### src/rtl/instr_fetch_if.sv
// Instruction memory read bus between the fetch stage (master) and the
// instruction memory (slave).
interface instr_fetch_if #(
  parameter int unsigned ADDR_W = 10
) ();
  logic              req;
  logic [ADDR_W-1:0] addr;
  logic              ack;
  logic [ADDR_W+5:0] rdata;

  modport master (output req, output addr, input ack, input rdata);
  modport slave  (input req, input addr, output ack, output rdata);
endinterface

### src/rtl/instr_fetch.sv
// Instruction fetch stage: PC, instruction register, memory handshake and
// next-PC resolution with a small return-address stack for jmp/ret.
module instr_fetch #(
  parameter int unsigned       ADDR_W      = 10,
  parameter int unsigned       STACK_DEPTH = 4,
  parameter logic [ADDR_W-1:0] RESET_PC    = '0
) (
  input  logic              clk,
  input  logic              rst,
  instr_fetch_if.master     mem,
  input  logic              advance,
  input  logic              cond_taken,
  output logic [5:0]        opCode,
  output logic [ADDR_W-1:0] operand,
  output logic [ADDR_W-1:0] pc,
  output logic              instr_valid,
  output logic              stack_err
);

  localparam int unsigned PtrW = $clog2(STACK_DEPTH);

  localparam logic [5:0] OpBra = 6'b000110;
  localparam logic [5:0] OpJmp = 6'b000111;
  localparam logic [5:0] OpRet = 6'b001000;

  typedef enum logic [1:0] {StIdle, StFetch, StHold} state_e;

  state_e            state_q;
  logic [ADDR_W-1:0] stack_q [STACK_DEPTH];
  logic [PtrW:0]     count_q;

  logic [ADDR_W-1:0] pc_inc;
  logic [ADDR_W-1:0] next_pc;
  logic              push;
  logic              pop;
  logic              stack_full;
  logic              stack_empty;
  logic [PtrW-1:0]   top_idx;

  // Natural overflow of the ADDR_W-bit add gives the 1023 -> 0 wrap.
  assign pc_inc      = pc + ADDR_W'(1);
  assign stack_full  = (count_q == (PtrW + 1)'(STACK_DEPTH));
  assign stack_empty = (count_q == '0);
  assign top_idx     = PtrW'(count_q - 1'b1);
  assign mem.addr    = pc;

  always_comb begin
    next_pc = pc_inc;
    push    = 1'b0;
    pop     = 1'b0;
    case (opCode)
      OpBra: next_pc = operand;
      OpJmp: begin
        push    = 1'b1;
        next_pc = operand;
      end
      OpRet: begin
        pop     = 1'b1;
        next_pc = stack_empty ? RESET_PC : stack_q[top_idx];
      end
      6'd0, 6'd1, 6'd2, 6'd3: begin
        if (cond_taken) next_pc = operand;
      end
      default: ;
    endcase
  end

  always_ff @(posedge clk) begin
    if (rst) begin
      state_q     <= StIdle;
      pc          <= RESET_PC;
      opCode      <= '0;
      operand     <= '0;
      instr_valid <= 1'b0;
      mem.req     <= 1'b0;
      stack_err   <= 1'b0;
      count_q     <= '0;
    end else begin
      unique case (state_q)
        StIdle: begin
          state_q <= StFetch;
          mem.req <= 1'b1;
        end
        StFetch: begin
          if (mem.ack) begin
            opCode      <= mem.rdata[ADDR_W+5:ADDR_W];
            operand     <= mem.rdata[ADDR_W-1:0];
            mem.req     <= 1'b0;
            instr_valid <= 1'b1;
            state_q     <= StHold;
          end
        end
        StHold: begin
          if (advance) begin
            pc          <= next_pc;
            instr_valid <= 1'b0;
            mem.req     <= 1'b1;
            state_q     <= StFetch;
            // A push on a full stack leaves its contents untouched; the jump is still taken.
            if (push) begin
              if (stack_full) begin
                stack_err <= 1'b1;
              end else begin
                stack_q[count_q[PtrW-1:0]] <= pc_inc;
                count_q                    <= count_q + 1'b1;
              end
            end
            if (pop) begin
              if (stack_empty) stack_err <= 1'b1;
              else             count_q   <= count_q - 1'b1;
            end
          end
        end
        default: state_q <= StIdle;
      endcase
    end
  end

endmodule

### src/flat_wrapper.sv
// flat-port wrapper written by rule: the top's interface ports become plain ports
module instr_fetch_flat 
#(
  parameter int unsigned       ADDR_W      = 10,
  parameter int unsigned       STACK_DEPTH = 4,
  parameter logic [ADDR_W-1:0] RESET_PC    = '0
)
  (clk, rst, advance, cond_taken, opCode, operand, pc, instr_valid, stack_err, mem_req, mem_addr, mem_ack, mem_rdata);
  instr_fetch_if #(.ADDR_W(ADDR_W)) mem_i ();
  input  logic clk;
  input  logic rst;
  input  logic advance;
  input  logic cond_taken;
  output logic [5:0] opCode;
  output logic [ADDR_W-1:0] operand;
  output logic [ADDR_W-1:0] pc;
  output logic instr_valid;
  output logic stack_err;
  output wire logic [$bits(mem_i.req)-1:0] mem_req;
  output wire logic [$bits(mem_i.addr)-1:0] mem_addr;
  input wire logic [$bits(mem_i.ack)-1:0] mem_ack;
  input wire logic [$bits(mem_i.rdata)-1:0] mem_rdata;
  assign mem_req = mem_i.req;
  assign mem_addr = mem_i.addr;
  assign mem_i.ack = mem_ack;
  assign mem_i.rdata = mem_rdata;
  instr_fetch #(.ADDR_W(ADDR_W), .STACK_DEPTH(STACK_DEPTH), .RESET_PC(RESET_PC)) u_core (.clk(clk), .rst(rst), .mem(mem_i), .advance(advance), .cond_taken(cond_taken), .opCode(opCode), .operand(operand), .pc(pc), .instr_valid(instr_valid), .stack_err(stack_err));
endmodule
### config.mk
export PLATFORM = sky130hd
export DESIGN_NAME = instr_fetch_flat
export DESIGN_NICKNAME = d
export VERILOG_FILES = /design/src/rtl/instr_fetch_if.sv /design/src/rtl/instr_fetch.sv /design/src/flat_wrapper.sv
export SDC_FILE = /design/constraint.sdc
export NUM_CORES = 1
export LEC_CHECK = 0
export CAP_MARGIN = 10
export CORE_AREA = 2 2 87 106
export CTS_CLUSTER_SIZE = 16
export DETAILED_ROUTE_END_ITERATION = 7
export DIE_AREA = 0 0 89 108
export GPL_TIMING_DRIVEN = 1
export PLACE_DENSITY = 0.75
export SLEW_MARGIN = 20
export SYNTH_ARGS = -nofsm -noshare
export SYNTH_HDL_FRONTEND = slang
export SYNTH_SLANG_ARGS = --single-unit
### constraint.sdc
create_clock -name clk -period 2 [get_ports clk]
set_input_delay 0.3 -clock clk [delete_from_list [all_inputs] [get_ports clk]]
set_output_delay 0.3 -clock clk [all_outputs]
set_load 0.005 [all_outputs]
==> impl_summary.log <==
[metrics] type of the worst min-delay path: reg2reg
[metrics] initial antenna violation count: 0
[metrics] max-slew headroom at the worst pin: between 60% and 70%
[metrics] run status: completed
[metrics] cell at the slowest stage of the critical path: sky130_fd_sc_hd__dfxtp_1
[metrics] number of synthesized register bits: 74
[metrics] Worst Clk Skew: 13.6 ps
[metrics] Syn Area/Cell: about 12 sq um
[metrics] maximum vdd drop: 0.275 mV
[metrics] Area Growth Syn to Fin: 31.1%
[metrics] multi-input gate area in the final layout: 1340 sq um
[metrics] Tightest Pin Transition: 484 ps
[metrics] clock root buffer master: sky130_fd_sc_hd__clkbuf_8
[metrics] GRT Resource Usage Total: 17.6%
[metrics] die area: just under 10,000 sq um
[metrics] fill count: 754
[metrics] worst stage delay on the critical path: 530 ps
[metrics] largest buffer count on any clock path: 2
[metrics] y dimension of the die: approximately 110 um
[metrics] hold violation total from the final report: 0
[metrics] antenna fix cells: 0
[metrics] post-synthesis instance area: between 3000 and 4000 sq um
[metrics] proportion of layout cells with a drive suffix above 1: 16.4%
[metrics] drt first pass iters: 5
[metrics] cell leakage power: 0.00147 uW
[metrics] setup repair after global routing missed its margin: false
[metrics] WL/cell: 17.1 um
[metrics] number of setup violations in the final report: 0
[metrics] crit path buf inv count: 1
[metrics] clock slew at reported path FFs: 90 ps
[metrics] maximum fanout along the worst path: 11
[metrics] time the final worst path needs with I/O delays and setup: 1850 ps
[metrics] wire length of the first global-routing pass: 13,000 um
[metrics] type of destination of the critical path: flip-flop
[metrics] number of design rule violations left after detail routing: 0
[metrics] fraction of the cycle the final worst path needs: 92.4%
[metrics] clock latency on the worst-skew pair: 350 ps
[metrics] detailed placer's ending HPWL: 5950 um
[metrics] non-filler instance count after layout: between 400 and 500
[metrics] DIE WIDTH: ~89 um
[metrics] number of DRC markers in iteration 0: 127
[metrics] Setup CP Type: reg2reg
[metrics] number of cells produced by synthesis: between 200 and 300
[metrics] I/O pin cnt: 60
[metrics] Seq/Total Area, Yosys: between 50% and 60%
[metrics] # clock sinks: 74
[metrics] antenna viol nets, final: 0
[metrics] Min Hold Slack: 473 ps
[metrics] input/output buffers: between 50 and 60
[metrics] count of different cell masters after synthesis: 46
[metrics] data arrival time of the critical path: about 2100 ps
[metrics] Congestion Overflow GR: 0
[metrics] required time reported for the critical path endpoint: 2280 ps
[metrics] setup slack of the most critical reg-to-reg path: around 150 ps
[metrics] Placer Congestion: 0.823
[metrics] clock tree from TritonCTS: yes
[metrics] number of levels in the clock H-tree: 3
[metrics] Initial Utilization: 39.4%
[metrics] average via count per standard cell: 5.35
[metrics] Placement Rows: 37
[metrics] achievable frequency: 541 MHz
[metrics] Sequential Area: between 1500 and 2000 sq um
[metrics] yosys warns: 0
[metrics] pin count of the biggest net entering global routing: 35
[metrics] power per standard cell area: 704 nW/um^2
[metrics] net count of the mapped netlist: 317
[metrics] total CTS buffers: 9
[metrics] Cell Chain, Critical Path: nor4b_4 -> nor3b_2 -> buf_4 -> a22oi_1 -> or3_1 -> a21oi_1
[metrics] number of global-route vias before repair: approximately 2,600
[metrics] WL final: 8240 um
[metrics] total via count after detailed routing: 2,583
[metrics] cell class contributing the biggest share of worst-path delay: simple AND/OR/NAND/NOR gates
[metrics] crit path launch type: flip-flop
[metrics] max-capacitance violation count: 0
[metrics] number of placed cells counting well taps: 467
[metrics] fin nets: 388
[metrics] Std-Cell Core Area: between 8000 and 9000 sq um
[metrics] number of max-slew violations in the final report: 0
-- metal layers --
layer,routed length (um),track usage [%],vias to the layer above
li1,-,-,1211
met1,3700,23.5,1239
met2,3950,28.5,115
met4,144,7.14,0
met3,438,2.60,18
met5,0,0,-
-- cells in the mapped netlist, drive strengths merged --
library cell	count	area, sq um
or2	3	18.8
clkbuf	10	37.5
nor3	11	66.3
nor2b	3	18.8
inv	5	18.8
a221o	5	55.1
a21oi	31	155
nor2	17	63.8
xor2	2	17.5
and2	5	31.3
xnor2	7	61.3
and3	2	13.8
nor3b	2	20.0
buf	12	97.6
nand4	2	12.5
o221ai	1	8.76
a22oi	4	30.0
nand2b	1	6.26
nand3	10	50.1
nand2	39	146
a22o	1	10.0
nor4b	1	23.8
o2111a	1	11.3
a31oi	2	12.5
o2111ai	1	8.76
mux2i	1	10.0
a221oi	4	47.6
or3	1	6.26
dfxtp	34	681
o32ai	1	8.76
ha	6	75.1
o21ai	10	50.1
a311oi	1	8.76
nand3b	2	15.0
edfxtp	40	1200
mux4	10	244
or2b	1	7.51
and4	1	8.76
-- final timing paths --
| path | startpoint | end | cells past startpoint |
|---|---|---|---|
| hold reg to reg | u_core.stack_err$_SDFFE_PP0P_ | u_core.stack_err$_SDFFE_PP0P_ | 2 |
| setup reg to reg | u_core.opCode[3]$_SDFFE_PP0P_ | u_core.mem.addr[5]$_SDFFE_PP0P_ | 6 |
| hold / removal | u_core.stack_err$_SDFFE_PP0P_ | u_core.stack_err$_SDFFE_PP0P_ | 2 |
| setup / recovery | u_core.opCode[3]$_SDFFE_PP0P_ | u_core.mem.addr[5]$_SDFFE_PP0P_ | 6 |
-- report_power, final --
part,leakage (uW),switching (uW),internal [uW]
clock,0.000102,604,598
sequential,0.000649,30.5,1610
combinational,0.000723,119,136
-- state kept, by name, summed over array words and instances (netlist names) --
| signal | flops |
|---|---|
| u_core.count_q | 3 |
| u_core.instr_valid | 1 |
| u_core.mem.req | 1 |
| u_core.state_q | 2 |
| u_core.stack_q | 40 |
| u_core.mem.addr | 10 |
| u_core.operand | 10 |
| u_core.opCode | 6 |
| u_core.stack_err | 1 |
-- logic make-up after synthesis --
group,share of synthesized area [%]
compound gates,12.1
fa+ha+maj,2.23
buf+inv,4.58
xor+xnor,2.35
simple gates,15.2
mux,7.56
flops,56.0
-- worst reg2reg max path: cells and delay by family (launching register included) --
family | cells | cell delay, ps
buffers and inverters | 1 | 210
DFF | 1 | 530
and+or+nand+nor | 3 | 840
AOI/OAI and AO/OA | 2 | 200
-- area by class of cell --
class	count	share of cell area [%]
Tap cell	117	3.32
Clock inverter	7	1.85
Inverter	5	0.426
Timing Repair Buffer	82	18.5
Sequential cell	74	42.7
Clock buffer	9	2.81
Multi-Input combinational cell	189	30.4
-- layout by cell type (no fill, tap or decap), types with 4 or more instances in the layout --
cell type	synthesis	routed
sky130_fd_sc_hd__mux4_1	5	5
sky130_fd_sc_hd__a21oi_1	31	31
sky130_fd_sc_hd__and2_1	5	5
sky130_fd_sc_hd__nor3_1	10	10
sky130_fd_sc_hd__nand2_1	39	39
sky130_fd_sc_hd__dfxtp_1	34	33
sky130_fd_sc_hd__inv_1	5	5
sky130_fd_sc_hd__inv_6	0	5
sky130_fd_sc_hd__nand3_1	10	10
sky130_fd_sc_hd__clkbuf_8	0	9
sky130_fd_sc_hd__buf_12	0	4
sky130_fd_sc_hd__a22oi_1	4	4
sky130_fd_sc_hd__nor2_1	17	17
sky130_fd_sc_hd__xnor2_1	7	7
sky130_fd_sc_hd__clkdlybuf4s50_1	0	59
sky130_fd_sc_hd__edfxtp_1	40	40
sky130_fd_sc_hd__mux4_2	5	5
sky130_fd_sc_hd__a221o_2	4	4
sky130_fd_sc_hd__o21ai_0	10	10
sky130_fd_sc_hd__ha_1	6	5
sky130_fd_sc_hd__buf_4	10	19
-- timing repair --
action / 4_1_cts / 5_1_grt
endpoints found under the setup margin: 0 / 2
setup buffers: 0 / 0
endpoints found under the hold margin: 0 / 0
hold buffers: 0 / 0
resized for setup: 0 / 1
-- stage by stage --
step	TNS, ps	instance area, sq um	util, %	total power, uW	worst slack, ps
floorplan	0	3380	-	1790	52.5
global placement	-5470	4200	49.3	1930	-139
detailed placement	-4280	4200	49.3	1930	-116
CTS	0	4400	51.7	3120	125
global route	0	4410	51.7	3220	8.54
finish	0	4410	51.7	3100	153
(Power assumes the default switching activity.)
